`src/rtl/mips_cpu_mem_arbiter_if.sv`:
```
// rtl/mips_cpu_mem_arbiter_if.sv - instruction/data/memory bus bundle around the arbiter
//
// Groups the three buses the arbiter joins:
//   instr_*  : fetch port (read-only, held until instr_valid)
//   data_*   : load/store port (held until data_done)
//   mem_*    : single-port Avalon-style memory bus
//   busy     : arbiter is in a non-idle state
// modport slave  : the arbiter (serves the CPU ports, drives the memory bus)
// modport master : the environment (CPU core requesters plus memory)
interface mips_cpu_mem_arbiter_if #(
    parameter int ADDR_W = 32
);
    logic              instr_read;
    logic [ADDR_W-1:0] instr_address;
    logic [31:0]       instr_readdata;
    logic              instr_valid;

    logic              data_read;
    logic              data_write;
    logic [ADDR_W-1:0] data_address;
    logic [31:0]       data_writedata;
    logic [3:0]        data_byteenable;
    logic [31:0]       data_readdata;
    logic              data_done;

    logic [ADDR_W-1:0] mem_address;
    logic              mem_read;
    logic              mem_write;
    logic [31:0]       mem_writedata;
    logic [3:0]        mem_byteenable;
    logic              mem_waitrequest;
    logic [31:0]       mem_readdata;

    logic              busy;

    modport slave (
        input  instr_read, instr_address,
        output instr_readdata, instr_valid,
        input  data_read, data_write, data_address, data_writedata, data_byteenable,
        output data_readdata, data_done,
        output mem_address, mem_read, mem_write, mem_writedata, mem_byteenable,
        input  mem_waitrequest, mem_readdata,
        output busy
    );

    modport master (
        output instr_read, instr_address,
        input  instr_readdata, instr_valid,
        output data_read, data_write, data_address, data_writedata, data_byteenable,
        input  data_readdata, data_done,
        input  mem_address, mem_read, mem_write, mem_writedata, mem_byteenable,
        output mem_waitrequest, mem_readdata,
        input  busy
    );
endinterface

```
`src/rtl/mips_cpu_mem_arbiter.sv`:
```
// rtl/mips_cpu_mem_arbiter.sv - shares one memory bus between CPU fetch and data ports
//
// Serialises fetch and load/store requests onto one Avalon-style bus, holds the
// access across mem_waitrequest, and returns read data with a one-cycle
// instr_valid / data_done pulse. Collisions are resolved round-robin, starting
// with the data port when DATA_FIRST is 1. All outputs are registered.
// Ports:
//   clk, reset : clock and asynchronous active-high reset
//   bus        : instr_*, data_*, mem_* and busy (see mips_cpu_mem_arbiter_if)
//   perf_*     : grant and wait-cycle counters, present only when
//                MIPS_MEM_ARB_PERF_EN is defined
module mips_cpu_mem_arbiter #(
    parameter int DATA_FIRST = 1,
    parameter int ADDR_W     = 32
) (
    input  logic                    clk,
    input  logic                    reset,
    mips_cpu_mem_arbiter_if.slave   bus
`ifdef MIPS_MEM_ARB_PERF_EN
    ,
    output logic [31:0]             perf_instr_grants,
    output logic [31:0]             perf_data_grants,
    output logic [31:0]             perf_wait_cycles
`endif
);

    typedef enum logic [1:0] {ST_IDLE, ST_INSTR, ST_DATA} state_t;

    state_t            state, state_n;
    logic              ptr, ptr_n;          // 1: data port wins the next collision
    logic [ADDR_W-1:0] addr_q, addr_n;
    logic              rd_q, rd_n, wr_q, wr_n;
    logic [31:0]       wdata_q, wdata_n;
    logic [3:0]        be_q, be_n;
    logic [31:0]       irdata_q, irdata_n, drdata_q, drdata_n;
    logic              ivalid_q, ivalid_n, ddone_q, ddone_n;
    logic              instr_elig, data_elig, grant_instr, grant_data;

    always_comb begin
        // A port whose completion pulse is high is still holding the request it
        // just had served, so it must not be granted again this cycle.
        instr_elig  = bus.instr_read & ~ivalid_q;
        data_elig   = (bus.data_read | bus.data_write) & ~ddone_q;
        grant_instr = 1'b0;
        grant_data  = 1'b0;
        state_n     = state;
        ptr_n       = ptr;
        addr_n      = addr_q;
        rd_n        = rd_q;
        wr_n        = wr_q;
        wdata_n     = wdata_q;
        be_n        = be_q;
        irdata_n    = irdata_q;
        drdata_n    = drdata_q;
        ivalid_n    = 1'b0;
        ddone_n     = 1'b0;

        case (state)
            ST_IDLE: begin
                if (instr_elig && data_elig) begin
                    grant_data  = ptr;
                    grant_instr = ~ptr;
                    ptr_n       = ~ptr;
                end else begin
                    grant_instr = instr_elig;
                    grant_data  = data_elig;
                end
                if (grant_instr) begin
                    state_n = ST_INSTR;
                    addr_n  = bus.instr_address;
                    be_n    = 4'hF;
                    rd_n    = 1'b1;
                    wr_n    = 1'b0;
                end else if (grant_data) begin
                    state_n = ST_DATA;
                    addr_n  = bus.data_address;
                    be_n    = bus.data_byteenable;
                    wdata_n = bus.data_writedata;
                    // A write wins if the core raises both strobes.
                    wr_n    = bus.data_write;
                    rd_n    = ~bus.data_write;
                end
            end
            ST_INSTR: begin
                if (!bus.mem_waitrequest) begin
                    irdata_n = bus.mem_readdata;
                    ivalid_n = 1'b1;
                    rd_n     = 1'b0;
                    state_n  = ST_IDLE;
                end
            end
            ST_DATA: begin
                if (!bus.mem_waitrequest) begin
                    if (rd_q) begin
                        drdata_n = bus.mem_readdata;
                    end
                    ddone_n = 1'b1;
                    rd_n    = 1'b0;
                    wr_n    = 1'b0;
                    state_n = ST_IDLE;
                end
            end
            default: state_n = ST_IDLE;
        endcase
    end

    always_ff @(posedge clk or posedge reset) begin
        if (reset) begin
            state    <= ST_IDLE;
            ptr      <= (DATA_FIRST != 0);
            addr_q   <= '0;
            rd_q     <= 1'b0;
            wr_q     <= 1'b0;
            wdata_q  <= '0;
            be_q     <= '0;
            irdata_q <= '0;
            drdata_q <= '0;
            ivalid_q <= 1'b0;
            ddone_q  <= 1'b0;
        end else begin
            state    <= state_n;
            ptr      <= ptr_n;
            addr_q   <= addr_n;
            rd_q     <= rd_n;
            wr_q     <= wr_n;
            wdata_q  <= wdata_n;
            be_q     <= be_n;
            irdata_q <= irdata_n;
            drdata_q <= drdata_n;
            ivalid_q <= ivalid_n;
            ddone_q  <= ddone_n;
        end
    end

    assign bus.mem_address    = addr_q;
    assign bus.mem_read       = rd_q;
    assign bus.mem_write      = wr_q;
    assign bus.mem_writedata  = wdata_q;
    assign bus.mem_byteenable = be_q;
    assign bus.instr_readdata = irdata_q;
    assign bus.instr_valid    = ivalid_q;
    assign bus.data_readdata  = drdata_q;
    assign bus.data_done      = ddone_q;
    assign bus.busy           = (state != ST_IDLE);

`ifdef MIPS_MEM_ARB_PERF_EN
    always_ff @(posedge clk or posedge reset) begin
        if (reset) begin
            perf_instr_grants <= '0;
            perf_data_grants  <= '0;
            perf_wait_cycles  <= '0;
        end else begin
            if (grant_instr) begin
                perf_instr_grants <= perf_instr_grants + 32'd1;
            end
            if (grant_data) begin
                perf_data_grants <= perf_data_grants + 32'd1;
            end
            if (state != ST_IDLE && bus.mem_waitrequest) begin
                perf_wait_cycles <= perf_wait_cycles + 32'd1;
            end
        end
    end
`endif

endmodule

```
`src/flat_wrapper.sv`:
```
// flat-port wrapper written by rule: the top's interface ports become plain ports
module mips_cpu_mem_arbiter_flat 
#(
    parameter int DATA_FIRST = 1,
    parameter int ADDR_W     = 32
)
  (clk, reset, bus_instr_read, bus_instr_address, bus_instr_readdata, bus_instr_valid, bus_data_read, bus_data_write, bus_data_address, bus_data_writedata, bus_data_byteenable, bus_data_readdata, bus_data_done, bus_mem_address, bus_mem_read, bus_mem_write, bus_mem_writedata, bus_mem_byteenable, bus_mem_waitrequest, bus_mem_readdata, bus_busy);
  mips_cpu_mem_arbiter_if #(.ADDR_W(ADDR_W)) bus_i ();
  input  logic clk;
  input  logic reset;
  input wire logic [$bits(bus_i.instr_read)-1:0] bus_instr_read;
  input wire logic [$bits(bus_i.instr_address)-1:0] bus_instr_address;
  output wire logic [$bits(bus_i.instr_readdata)-1:0] bus_instr_readdata;
  output wire logic [$bits(bus_i.instr_valid)-1:0] bus_instr_valid;
  input wire logic [$bits(bus_i.data_read)-1:0] bus_data_read;
  input wire logic [$bits(bus_i.data_write)-1:0] bus_data_write;
  input wire logic [$bits(bus_i.data_address)-1:0] bus_data_address;
  input wire logic [$bits(bus_i.data_writedata)-1:0] bus_data_writedata;
  input wire logic [$bits(bus_i.data_byteenable)-1:0] bus_data_byteenable;
  output wire logic [$bits(bus_i.data_readdata)-1:0] bus_data_readdata;
  output wire logic [$bits(bus_i.data_done)-1:0] bus_data_done;
  output wire logic [$bits(bus_i.mem_address)-1:0] bus_mem_address;
  output wire logic [$bits(bus_i.mem_read)-1:0] bus_mem_read;
  output wire logic [$bits(bus_i.mem_write)-1:0] bus_mem_write;
  output wire logic [$bits(bus_i.mem_writedata)-1:0] bus_mem_writedata;
  output wire logic [$bits(bus_i.mem_byteenable)-1:0] bus_mem_byteenable;
  input wire logic [$bits(bus_i.mem_waitrequest)-1:0] bus_mem_waitrequest;
  input wire logic [$bits(bus_i.mem_readdata)-1:0] bus_mem_readdata;
  output wire logic [$bits(bus_i.busy)-1:0] bus_busy;
  assign bus_i.instr_read = bus_instr_read;
  assign bus_i.instr_address = bus_instr_address;
  assign bus_instr_readdata = bus_i.instr_readdata;
  assign bus_instr_valid = bus_i.instr_valid;
  assign bus_i.data_read = bus_data_read;
  assign bus_i.data_write = bus_data_write;
  assign bus_i.data_address = bus_data_address;
  assign bus_i.data_writedata = bus_data_writedata;
  assign bus_i.data_byteenable = bus_data_byteenable;
  assign bus_data_readdata = bus_i.data_readdata;
  assign bus_data_done = bus_i.data_done;
  assign bus_mem_address = bus_i.mem_address;
  assign bus_mem_read = bus_i.mem_read;
  assign bus_mem_write = bus_i.mem_write;
  assign bus_mem_writedata = bus_i.mem_writedata;
  assign bus_mem_byteenable = bus_i.mem_byteenable;
  assign bus_i.mem_waitrequest = bus_mem_waitrequest;
  assign bus_i.mem_readdata = bus_mem_readdata;
  assign bus_busy = bus_i.busy;
  mips_cpu_mem_arbiter #(.DATA_FIRST(DATA_FIRST), .ADDR_W(ADDR_W)) u_core (.clk(clk), .reset(reset), .bus(bus_i));
endmodule
```
`config.mk`:
```
export PLATFORM = sky130hd
export DESIGN_NAME = mips_cpu_mem_arbiter_flat
export DESIGN_NICKNAME = d
export VERILOG_FILES = /design/src/rtl/mips_cpu_mem_arbiter_if.sv /design/src/rtl/mips_cpu_mem_arbiter.sv /design/src/flat_wrapper.sv
export SDC_FILE = /design/constraint.sdc
export NUM_CORES = 1
export LEC_CHECK = 0
export ABC_AREA = 1
export CAP_MARGIN = 25
export CORE_ASPECT_RATIO = 2
export CORE_MARGIN = 3
export CORE_UTILIZATION = 38
export CTS_CLUSTER_DIAMETER = 50
export CTS_CLUSTER_SIZE = 14
export DETAILED_ROUTE_END_ITERATION = 12
export PLACE_DENSITY = 0.78
export SETUP_SLACK_MARGIN = 0.2
export SYNTH_ARGS = -nofsm -noshare
export SYNTH_HDL_FRONTEND = slang
export SYNTH_SLANG_ARGS = --single-unit
```
`constraint.sdc`:
```
create_clock -name clk -period 5 [get_ports clk]
set_clock_uncertainty 0.05 [all_clocks]
set_input_delay 1.5 -clock clk [delete_from_list [all_inputs] [get_ports clk]]
set_output_delay 1.5 -clock clk [all_outputs]
set_load 0.005 [all_outputs]
```
Word-level counts from Yosys, hierarchy flattened --
Index checks and enable logic that the tools add are counted.
Storage, ports and cells: register bits 139, bits of input ports 138, output and inout port bits 137, word-level logic and storage cells 62
Cells by class: eq/ne operators 5, mux-type cells 22, bitwise gates (word level) 9, reduce and logical (&&, ||, !) cells 15
Operators by type and width (number):
- 2-to-1 mux 32 bit | 2
- 2-to-1 mux 1 bit | 12
- AND reduction 3 bit | 4
- 2-to-1 mux 4 bit | 2
- AND reduction 2 bit | 4
- nonzero test 2 bit | 4
- 2-to-1 mux 2 bit | 3
- NOT 1 bit | 6
- inequality test 2 bit (second input constant) | 2
- one-hot mux 1 bit (2 select lines) | 2
- one-hot mux 2 bit (2 select lines) | 1
- inequality test 3 x 1 -> 1 bit (second input constant) | 1
- bitwise AND 1 bit | 2
- equality test 2 x 1 -> 1 bit (second input constant) | 1
- equality test 2 bit (second input constant) | 1
- zero test 2 bit | 1
- OR reduction 2 bit | 1
- logical AND 1 bit | 1
- OR 1 bit | 1

Logic depth before layout (Yosys ltp) --
Gate-level depths: netlist of run 1.
word-level depth 8, gate-level depth with buffers 10, depth with buffers taken out 8

Worst setup path after synthesis of run 1 --
No wires, ideal clock.
path kind in2reg, start point input bus_data_read, end point register u_core.addr_q[24] (netlist: u_core.bus.mem_address[24]), library setup time 0.117 ns, data arrival time 2.289 ns, required time 4.833 ns, setup slack 2.544 ns, stages 8, path buffers 2, cells stage by stage o21ai_2 -> nand2_2 -> nand2_1 -> buf_6 -> buf_6 -> nand2_1 -> nand3_1 -> nand2_1
On the way: word-level cells in the longest chain between the ends 7, elaborated cells between the ends (all ways) 10, classes of those cells 5 x mux; 2 x bitwise; 3 x reduce/logical
RTL lines:
- from (decl) | line flat_wrapper.sv:15 | input wire logic [$bits(bus_i.data_read)-1:0] bus_data_read;
- OR 1 bit * | line mips_cpu_mem_arbiter.sv:43 | data_elig = (bus.data_read | bus.data_write) & ~ddone_q;
- bitwise AND 1 bit * | line mips_cpu_mem_arbiter.sv:43
- logical AND 1 bit | line mips_cpu_mem_arbiter.sv:60 | if (instr_elig && data_elig) begin
- 2-to-1 mux 1 bit | line mips_cpu_mem_arbiter.sv:60
- 2-to-1 mux 1 bit | line mips_cpu_mem_arbiter.sv:58 | case (state)
- nonzero test 2 bit (no source line)
- AND reduction 2 bit (no source line)
- to (signal assigned) | line mips_cpu_mem_arbiter.sv:123 | addr_q <= addr_n;
- to (decl) | line mips_cpu_mem_arbiter.sv:31 | logic [ADDR_W-1:0] addr_q, addr_n;
Every way passes the cells marked *; elsewhere a longest branch is shown, timed or not. The select of a mux whose other input is x is not followed. A chain may end at the register's enable or synchronous reset.

Worst setup path in the final report of run 1 --
start point register u_core.state[0], end point output bus_busy
On the way: word-level cells in the longest chain between the ends 1
RTL lines:
- from (decl) | line mips_cpu_mem_arbiter.sv:29 | state_t state, state_n;
- from (signal assigned) | line mips_cpu_mem_arbiter.sv:121 | state <= state_n;
- nonzero test 2 bit | line mips_cpu_mem_arbiter.sv:144 | assign bus.busy = (state != ST_IDLE);
- to (decl) | line flat_wrapper.sv:29 | output wire logic [$bits(bus_i.busy)-1:0] bus_busy;
Every way passes these cells.

==> results of run 1 <==
## critical path: stages, from the launching register on
cell	delay, ns
dfrtp_1	0.39
inv_1	0.08
ha_1	0.28
inv_2	0.12
clkdlybuf4s50_1	0.53
## logic make-up after synthesis
| family | synth area share |
|---|---|
| XOR/XNOR | 0.00147 |
| buffers and inverters | 0.0867 |
| flip-flops | 0.584 |
| AND/OR/NAND/NOR | 0.261 |
| AO/OA/AOI/OAI | 0.0611 |
| adder cells (fa/ha/maj) | 0.00630 |
## worst paths after layout
kind | start | end | slack [ns] | depth (start not counted)
setup reg to reg | u_core.bus.instr_valid$_DFF_PP0_ | u_core.bus.mem_address[3]$_DFFE_PP0P_ | 2.84 | 9
max in group asynchronous | reset | u_core.ptr$_DFFE_PP1P_ | 2.79 | 4
setup / recovery | u_core.state[0]$_DFFE_PP0P_ | bus_busy | 1.67 | 4
hold / removal | u_core.bus.mem_writedata[2]$_DFFE_PP0P_ | u_core.bus.mem_writedata[2]$_DFFE_PP0P_ | 0.42 | 2
min in group asynchronous | reset | u_core.bus.instr_readdata[19]$_DFFE_PP0P_ | 1.29 | 2
hold reg to reg | u_core.bus.mem_writedata[2]$_DFFE_PP0P_ | u_core.bus.mem_writedata[2]$_DFFE_PP0P_ | 0.42 | 2
## power groups by stage
stage               registers, mW  clock network, mW  logic [mW]
finish                       1.98               1.20        2.51
global route                 2.05               1.27        2.81
CTS                          1.98               1.23        2.55
detailed placement           1.99                  0        2.53
global placement             1.98                  0        2.49
floorplan                    2.02                  0        1.02
## layout make-up
| cell class | count | area [µm²] |
|---|---|---|
| clock buffers | 19 | 443 |
| clock inverters | 12 | 115 |
| fillers | 1359 | 5930 |
| inverters | 78 | 297 |
| multi-input cells | 434 | 1970 |
| flip-flops and latches | 139 | 3480 |
| well taps | 198 | 248 |
| repair buffers | 285 | 2890 |
## placed cells by master (no fill, tap or decap), types with 4 or more instances in the layout
cell type,instances
inv_6,4
dfrtp_1,138
inv_1,74
nand2_2,4
buf_12,5
clkbuf_16,17
clkdlybuf4s50_1,274
nand3_1,68
o21ai_0,67
buf_4,6
nand2_1,250
nand3b_1,32
clkinvlp_4,4
o21ai_1,4
## routing by layer
| layer | track usage | up-vias | wire length [µm] |
|---|---|---|---|
| met5 | 0 | - | 0 |
| met4 | 0.0816 | 0 | 458 |
| met3 | 0.0595 | 28 | 1440 |
| met2 | 0.377 | 193 | 9600 |
| met1 | 0.228 | 2577 | 6530 |
| li1 | - | 2689 | - |
## through the flow
stage	utilization	power [mW]	hold WS [ns]	setup WS, ns
2_1_floorplan	-	3.04	0.415	1.72
3_3_place_gp	0.574	4.46	0.402	1.38
3_5_place_dp	0.574	4.52	0.409	1.31
4_1_cts	0.610	5.76	0.423	1.66
5_1_grt	0.614	6.13	0.440	1.53
6_report	0.614	5.69	0.419	1.67
## state kept, by name, indices dropped and copies added (netlist names)
signal and count:
u_core.state 2, u_core.bus.mem_read 1, u_core.bus.mem_writedata 32, u_core.bus.instr_valid 1, u_core.bus.data_done 1, u_core.bus.mem_write 1, u_core.ptr 1, u_core.bus.instr_readdata 32
u_core.bus.data_readdata 32, u_core.bus.mem_byteenable 4, u_core.bus.mem_address 32
==> flow_summary.json, run 1 <==
{
  "dieArea_mm2": 0.0173,
  "avgRoutedWirePerCell_um": 15.5,
  "io_pins": 275,
  "period_share": 0.666,
  "vias": 5487,
  "setup_viol": 0,
  "first_global_vias": 5533,
  "start_util": 0.388,
  "yosys.area.top_type": "dfrtp_1",
  "die_y_um": 183,
  "clk_pin_slew_ns": 0.06,
  "synth_seq_cells": 139,
  "cts_num_sinks": 139,
  "firstDrtPassIters": 4,
  "cap_violations": 0,
  "p_int_mw": 3.76,
  "synth_cell_types": 21,
  "clk_latency_ns": 0.40,
  "antenna_found_initial": 0,
  "tightest_slew_ns": 0.676,
  "hold_viol": 0,
  "synthTopCellsByCount": "253 x nand2_1, 138 x dfrtp_1, 75 x inv_1",
  "drt_iter0_markers": 190,
  "max_freq_mhz": 300,
  "via_per_inst": 4.71,
  "power_frac_seq": 0.348,
  "synth_edf_count": 0,
  "yosysMostFrequentCell": "nand2_1",
  "synthTopCellsByArea": "dfrtp_1 58%, nand2_1 16%, nand3_1 5.7%",
  "post-place-cells": 1131,
  "fin_cells": 1165,
  "critical_path_class": "flip-flop to primary output",
  "p_switching_mw": 1.93,
  "p_comb_frac": 0.441,
  "cp-end-kind": "primary output",
  "drive_gt1_frac": 0.0538,
  "syn_area_per_cell_um2": 8.63,
  "swShare": 0.339,
  "ant_nets": 0,
  "cts_tree": "yes",
  "period_minus_slack_ns": 3.33,
  "hp-class": "flip-flop to flip-flop",
  "gp_congestion": 0.837,
  "async_reset_ff_frac": 1.00,
  "cts_resized": 0,
  "peakVddDrop_v": 0.000300,
  "antenna_cells": 0,
  "worstPathRequired_ns": 3.45,
  "hpwl_um": 13100,
  "yosysSeqAreaShare": 0.584,
  "grt_max_degree": 66,
  "die_width_um": 94.6,
  "p_leak_nw": 4.59,
  "overflow": 0,
  "post_cts_buffers": 0,
  "track_usage": 0.209,
  "p_clk_frac": 0.210,
  "io_buffers": 274,
  "cts-htree-levels": 4,
  "cts-hold-fix-buffers": 0,
  "powerDensity_mw_per_mm2": 602,
  "postLayoutCellArea_mm2": 0.00944,
  "fp-row-count": 64,
  "rsz0062_at_grt": "no",
  "grt_pass1_wl_um": 28200,
  "cts_buffers": 17,
  "cts_root_buffer": "clkbuf_16",
  "postSynthNetCount": 832,
  "place_area_mm2": 0.00883,
  "path_max_fanout": 5,
  "core_region_area_mm2": 0.0154,
  "final_nets": 1096,
  "drv_slew": 0,
  "drc": 0,
  "synth-main-ff-cell": "dfrtp_1",
  "yosysWarningCount": 0,
  "fin_setup_tns_ns": 0,
  "startpoint_type": "flip-flop",
  "yosys.area.top_type_share": 0.579,
  "slew_headroom": 0.549,
  "cp.arrival_ns": 1.78,
  "cts.path.max_buffers": 2,
  "area_delta_synth_final_pct": 58.4,
  "synth_area_mm2": 0.00596,
  "wl_um": 18000,
  "synthCells": 691,
  "status": "complete, no violations"
}
(Power assumes the default switching activity.)
==> run 2, diff against run 1 <==
clock period = 2.9 ns   (was 5 ns; I/O delays follow)
==> run 2 against run 1 <==
  * Clock power is 73% higher
  * Non-clock buffer count is 4 higher
  * Global-route usage is 1.2 points higher
  * Sequential share of layout area is 0.11 points lower
  * Setup slack worse by 1.4 ns
  * Count of clock-buffer cells in the layout is 1 higher
  * Flip-flop and latch count stayed put
  * Cell area is 0.29% higher
  * Register-to-register slack worse by 1.7 ns
  * Critical path type unchanged
  * Largest cell class unchanged
==> flow_summary.json, run 2 (synthesis gave the netlist of run 1 again) <==
{
  "dieArea_mm2": 0.0173,
  "clk_latency_ns": 0.42,
  "cts_buffers": 17,
  "utilization": 0.616,
  "start_util": 0.388,
  "p_leak_nw": 4.60,
  "firstDrtPassIters": 5,
  "place_area_mm2": 0.00889,
  "overflow": 0,
  "grt_max_degree": 94,
  "tightest_slew_ns": 0.678,
  "grt_pass1_wl_um": 29600,
  "hp-class": "flip-flop to flip-flop",
  "hold_viol": 0,
  "whs_ns": 0.418,
  "period_minus_slack_ns": 2.60,
  "cts_num_sinks": 139,
  "rsz0062_at_grt": "no",
  "cap_violations": 0,
  "die_y_um": 183,
  "drt_iter0_markers": 292,
  "via_per_inst": 4.80,
  "cts.path.max_buffers": 2,
  "wl_um": 18600,
  "die_width_um": 94.6,
  "drc": 0,
  "track_usage": 0.221,
  "io_pins": 275,
  "hpwl_um": 13300,
  "avgRoutedWirePerCell_um": 15.9,
  "path_max_fanout": 5,
  "cts_tree": "yes",
  "cts_root_buffer": "clkbuf_16",
  "vias": 5614,
  "layout_common_cells": "274 x clkdlybuf4s50_1, 250 x nand2_1, 138 x dfrtp_1",
  "cp.arrival_ns": 1.68,
  "status": "complete, no violations",
  "antenna_found_initial": 0,
  "area_delta_synth_final_pct": 58.8,
  "clk_pin_slew_ns": 0.06,
  "slew_headroom": 0.547,
  "cp-end-kind": "primary output",
  "worstPathRequired_ns": 1.98,
  "ant_nets": 0,
  "post-place-cells": 1136,
  "io_buffers": 274,
  "cts-htree-levels": 4,
  "gp_congestion": 0.829,
  "core_region_area_mm2": 0.0154,
  "critical_path_class": "flip-flop to primary output",
  "fp-row-count": 64,
  "setup_viol": 0,
  "first_global_vias": 5814,
  "fin_setup_tns_ns": 0,
  "powerDensity_mw_per_mm2": 1050,
  "postLayoutCellArea_mm2": 0.00947,
  "peakVddDrop_v": 0.000664,
  "max_freq_mhz": 385,
  "fin_cells": 1170,
  "startpoint_type": "flip-flop",
  "drive_gt1_frac": 0.0597,
  "period_share": 0.896,
  "layout_commonest_cell": "clkdlybuf4s50_1",
  "drv_slew": 0,
  "final_nets": 1100
}
[run 2: cell types whose count changed in the layout (fill, tap and decap cells not counted)]
| cell | before | now |
|---|---|---|
| clkbuf_1 | 1 | 0 |
| ha_1 | 3 | 2 |
| inv_6 | 4 | 0 |
| clkinvlp_4 | 4 | 6 |
| buf_12 | 5 | 4 |
| clkinv_4 | 2 | 1 |
| diode_2 | 0 | 1 |
| buf_4 | 6 | 11 |
| clkbuf_8 | 1 | 3 |
| clkinv_2 | 2 | 4 |
| ha_2 | 0 | 1 |
[run 2: stage by stage]
step	setup WS, ns	power (mW)
6_report	0.301	9.90
5_1_grt	0.235	10.7
4_1_cts	0.213	10.0
3_5_place_dp	0.310	7.87
3_3_place_gp	0.390	7.74
2_1_floorplan	0.246	5.24
[run 2: path summary, 6_finish.rpt]
check,endpoint,depth (start not counted),start,slack (ns)
min,u_core.bus.mem_writedata[1]$_DFFE_PP0P_,2,u_core.bus.mem_writedata[1]$_DFFE_PP0P_,0.42
min in group asynchronous,u_core.bus.instr_readdata[18]$_DFFE_PP0P_,3,reset,0.88
max in group asynchronous,u_core.bus.mem_writedata[5]$_DFFE_PP0P_,3,reset,1.41
max,bus_busy,4,u_core.state[1]$_DFFE_PP0P_,0.30
max reg2reg,u_core.bus.mem_address[10]$_DFFE_PP0P_,6,u_core.state[1]$_DFFE_PP0P_,1.18
min reg2reg,u_core.bus.mem_writedata[1]$_DFFE_PP0P_,2,u_core.bus.mem_writedata[1]$_DFFE_PP0P_,0.42
[run 2: layout make-up]
type	instances	area, µm²
antenna	1	2.50
clock buffer	20	467
clock inverter	11	96.3
fill	1327	5900
inverter	78	297
multi-input combinational	434	1980
sequential	139	3480
tap	198	248
timing repair buffer	289	2910
[run 2: power by group]
group / leakage (nW) / switching [mW] / total (mW) / internal [mW]
combinational: 2.62 / 1.98 / 4.40 / 2.42
clock: 0.266 / 0.846 / 2.08 / 1.24
sequential: 1.72 / 0.511 / 3.42 / 2.90
total: 4.60 / 3.33 / 9.90 / 6.57
[run 2: per-layer routing]
layer | wire length (µm) | track usage | share of wire | up-vias
met2 | 9720 | 0.378 | 0.52 | 241
met3 | 1520 | 0.0698 | 0.082 | 46
li1 | - | - | - | 2692
met1 | 6650 | 0.242 | 0.36 | 2635
met4 | 727 | 0.112 | 0.039 | 0
met5 | 0 | 0 | 0 | -
[run 2: repair_timing]
action,CTS,global route
hold buffers,0,0
endpoints found under the hold margin,0,0
gates resized for setup,0,1
pin swaps,0,0
buffers inserted,1,1
setup endpoints to repair,1,1
[run 2: critical path: stages, from the launching register on]
cell and delay [ns]:
dfrtp_1 0.37, inv_1 0.08, ha_2 0.21, inv_2 0.09, clkdlybuf4s50_1 0.51
==> run 3, diff against run 2 <==
CORE_UTILIZATION = 40   (was 38)
clock period = 2.88 ns   (was 2.9 ns; I/O delays follow)
==> run 3 against run 2 <==
  * Clock power rose by 15%
  * Power rose by 3.8%
  * Combinational power barely moved
  * Die area fell by 4.8%
  * Cell count fell by 0.60%
  * Critical path depth did not move
  * Sequential share of layout area fell by 0.27 points
  * Critical endpoint unchanged
  * Largest power group unchanged
==> flow_summary.json, run 3 (synthesis gave the netlist of run 1 again) <==
{
  "status": "complete, no violations",
  "utilization": 0.658,
  "worstPathRequired_ns": 1.97,
  "max_freq_mhz": 411,
  "wl_met3_um": 1350,
  "whs_ns": 0.418,
  "p_int_mw": 6.88,
  "cts-htree-levels": 4,
  "start_util": 0.411,
  "grt_max_degree": 67,
  "peakVddDrop_v": 0.000617,
  "cts_resized": 1,
  "post_cts_buffers": 0,
  "powerDensity_mw_per_mm2": 1080,
  "p_comb_frac": 0.431,
  "area_delta_synth_final_pct": 60.0,
  "multiInputGateArea_mm2": 0.00197,
  "swShare": 0.330,
  "tightest_slew_ns": 0.697,
  "io_pins": 275,
  "p_switching_mw": 3.39,
  "fin_ws_ns": 0.449,
  "period_share": 0.844,
  "cts_buffers": 17,
  "dp_slack_ns": 0.340,
  "drt_iter0_markers": 207,
  "p_clk_frac": 0.234,
  "p_leak_nw": 4.64,
  "cts_tree": "yes",
  "setup_viol": 0,
  "total_power_mw": 10.3,
  "slew_headroom": 0.535,
  "final_nets": 1098,
  "cp-end-kind": "primary output",
  "highest_layer": "met4",
  "wl_um": 18700,
  "track_usage": 0.232,
  "grt_pass1_wl_um": 29700,
  "io_buffers": 274,
  "layout_commonest_cell": "clkdlybuf4s50_1",
  "cp.arrival_ns": 1.52,
  "wl_met1_um": 6600,
  "cp_cell_sequence": "inv_1 > ha_1 > inv_2 > dlygate4sd2_1",
  "layout_common_cells": "273 x clkdlybuf4s50_1, 250 x nand2_1, 138 x dfrtp_1",
  "fillers": 1202,
  "drv_slew": 0,
  "cts_num_sinks": 139,
  "cap_violations": 0,
  "hp-class": "flip-flop to flip-flop",
  "die_y_um": 179,
  "startpoint_type": "flip-flop",
  "firstDrtPassIters": 4,
  "first_global_vias": 5789,
  "route.met2.wl_um": 9970,
  "fin_setup_tns_ns": 0,
  "die_width_um": 92.3,
  "gp_congestion": 0.885,
  "path_max_fanout": 5,
  "cts_root_buffer": "clkbuf_16",
  "power_frac_seq": 0.335,
  "register_area_mm2": 0.00348,
  "clk_latency_ns": 0.41,
  "drc": 0,
  "critPathBufInv": 3,
  "core_region_area_mm2": 0.0145,
  "cts-hold-fix-buffers": 0,
  "ant_nets": 0,
  "critical_path_class": "flip-flop to primary output",
  "fp-row-count": 62,
  "period_minus_slack_ns": 2.43,
  "cts.path.max_buffers": 2,
  "clk_pin_slew_ns": 0.06,
  "rsz0062_at_grt": "no",
  "vias": 5553,
  "cp_slowest_cell": "dfrtp_1",
  "antenna_found_initial": 0,
  "avgRoutedWirePerCell_um": 16.1,
  "drive_gt1_frac": 0.0577,
  "cpPeakStageDelay_ns": 0.39,
  "via_per_inst": 4.77,
  "cp_top_family": "buffers and inverters",
  "overflow": 0,
  "dieArea_mm2": 0.0165,
  "hpwl_um": 13500,
  "hold_viol": 0
}
[run 3: cell types whose count changed in the layout (fill, tap and decap cells not counted)]
cell             previous run  this run
clkinv_4                    1         3
buf_12                      4         5
inv_6                       0         1
ha_2                        1         0
bufinv_16                   1         5
clkbuf_8                    3         0
buf_4                      11         8
dlygate4sd2_1               0         1
clkinv_2                    4         3
ha_1                        2         3
clkdlybuf4s50_1           274       273
clkinvlp_4                  6         4
[run 3: worst paths after layout]
kind / start / to / slack (ns) / cells past startpoint
worst max-delay path: u_core.state[0]$_DFFE_PP0P_ / bus_busy / 0.45 / 4
worst min-delay path: u_core.bus.mem_writedata[6]$_DFFE_PP0P_ / u_core.bus.mem_writedata[6]$_DFFE_PP0P_ / 0.42 / 2
worst max register to register: u_core.state[0]$_DFFE_PP0P_ / u_core.bus.mem_address[0]$_DFFE_PP0P_ / 1.12 / 6
worst min register to register: u_core.bus.mem_writedata[6]$_DFFE_PP0P_ / u_core.bus.mem_writedata[6]$_DFFE_PP0P_ / 0.42 / 2
max in group asynchronous: reset / u_core.ptr$_DFFE_PP1P_ / 1.36 / 3
min in group asynchronous: reset / u_core.bus.mem_address[8]$_DFFE_PP0P_ / 0.74 / 2
[run 3: worst min-delay path, cell delays in order (launching register included)]
cell and delay, ns:
dfrtp_1 0.34, nand2_1 0.05, nand2_1 0.05
[run 3: area by class of cell]
type                            count  share of cell area
Sequential cell                   139               0.365
Timing Repair Buffer              287               0.304
Multi-Input combinational cell    434               0.207
Clock buffer                       17              0.0446
Inverter                           78              0.0311
Tap cell                          192              0.0252
Clock inverter                     15              0.0233
Antenna cell                        1            0.000262
[run 3: metal layers]
layer	up-vias	GRT usage
met2	208	0.406
met4	0	0.120
met3	45	0.0680
met1	2606	0.250
li1	2694	-
met5	-	0
[run 3: stage by stage]
step / instance area [µm²] / instances
final: 9540 / 1163
after global routing: 9540 / 1162
after CTS: 9540 / 1162
after detailed placement: 8890 / 1130
after global placement: 8890 / 1130
after floorplan: 5970 / 691
[run 3: power groups by stage]
stage | Sequential, mW | Combinational (mW) | Clock [mW]
after detailed placement | 3.45 | 4.48 | 0
after floorplan | 3.51 | 1.77 | 0
after global routing | 3.56 | 4.92 | 2.54
after global placement | 3.43 | 4.38 | 0
final | 3.44 | 4.43 | 2.40
after CTS | 3.45 | 4.51 | 2.45
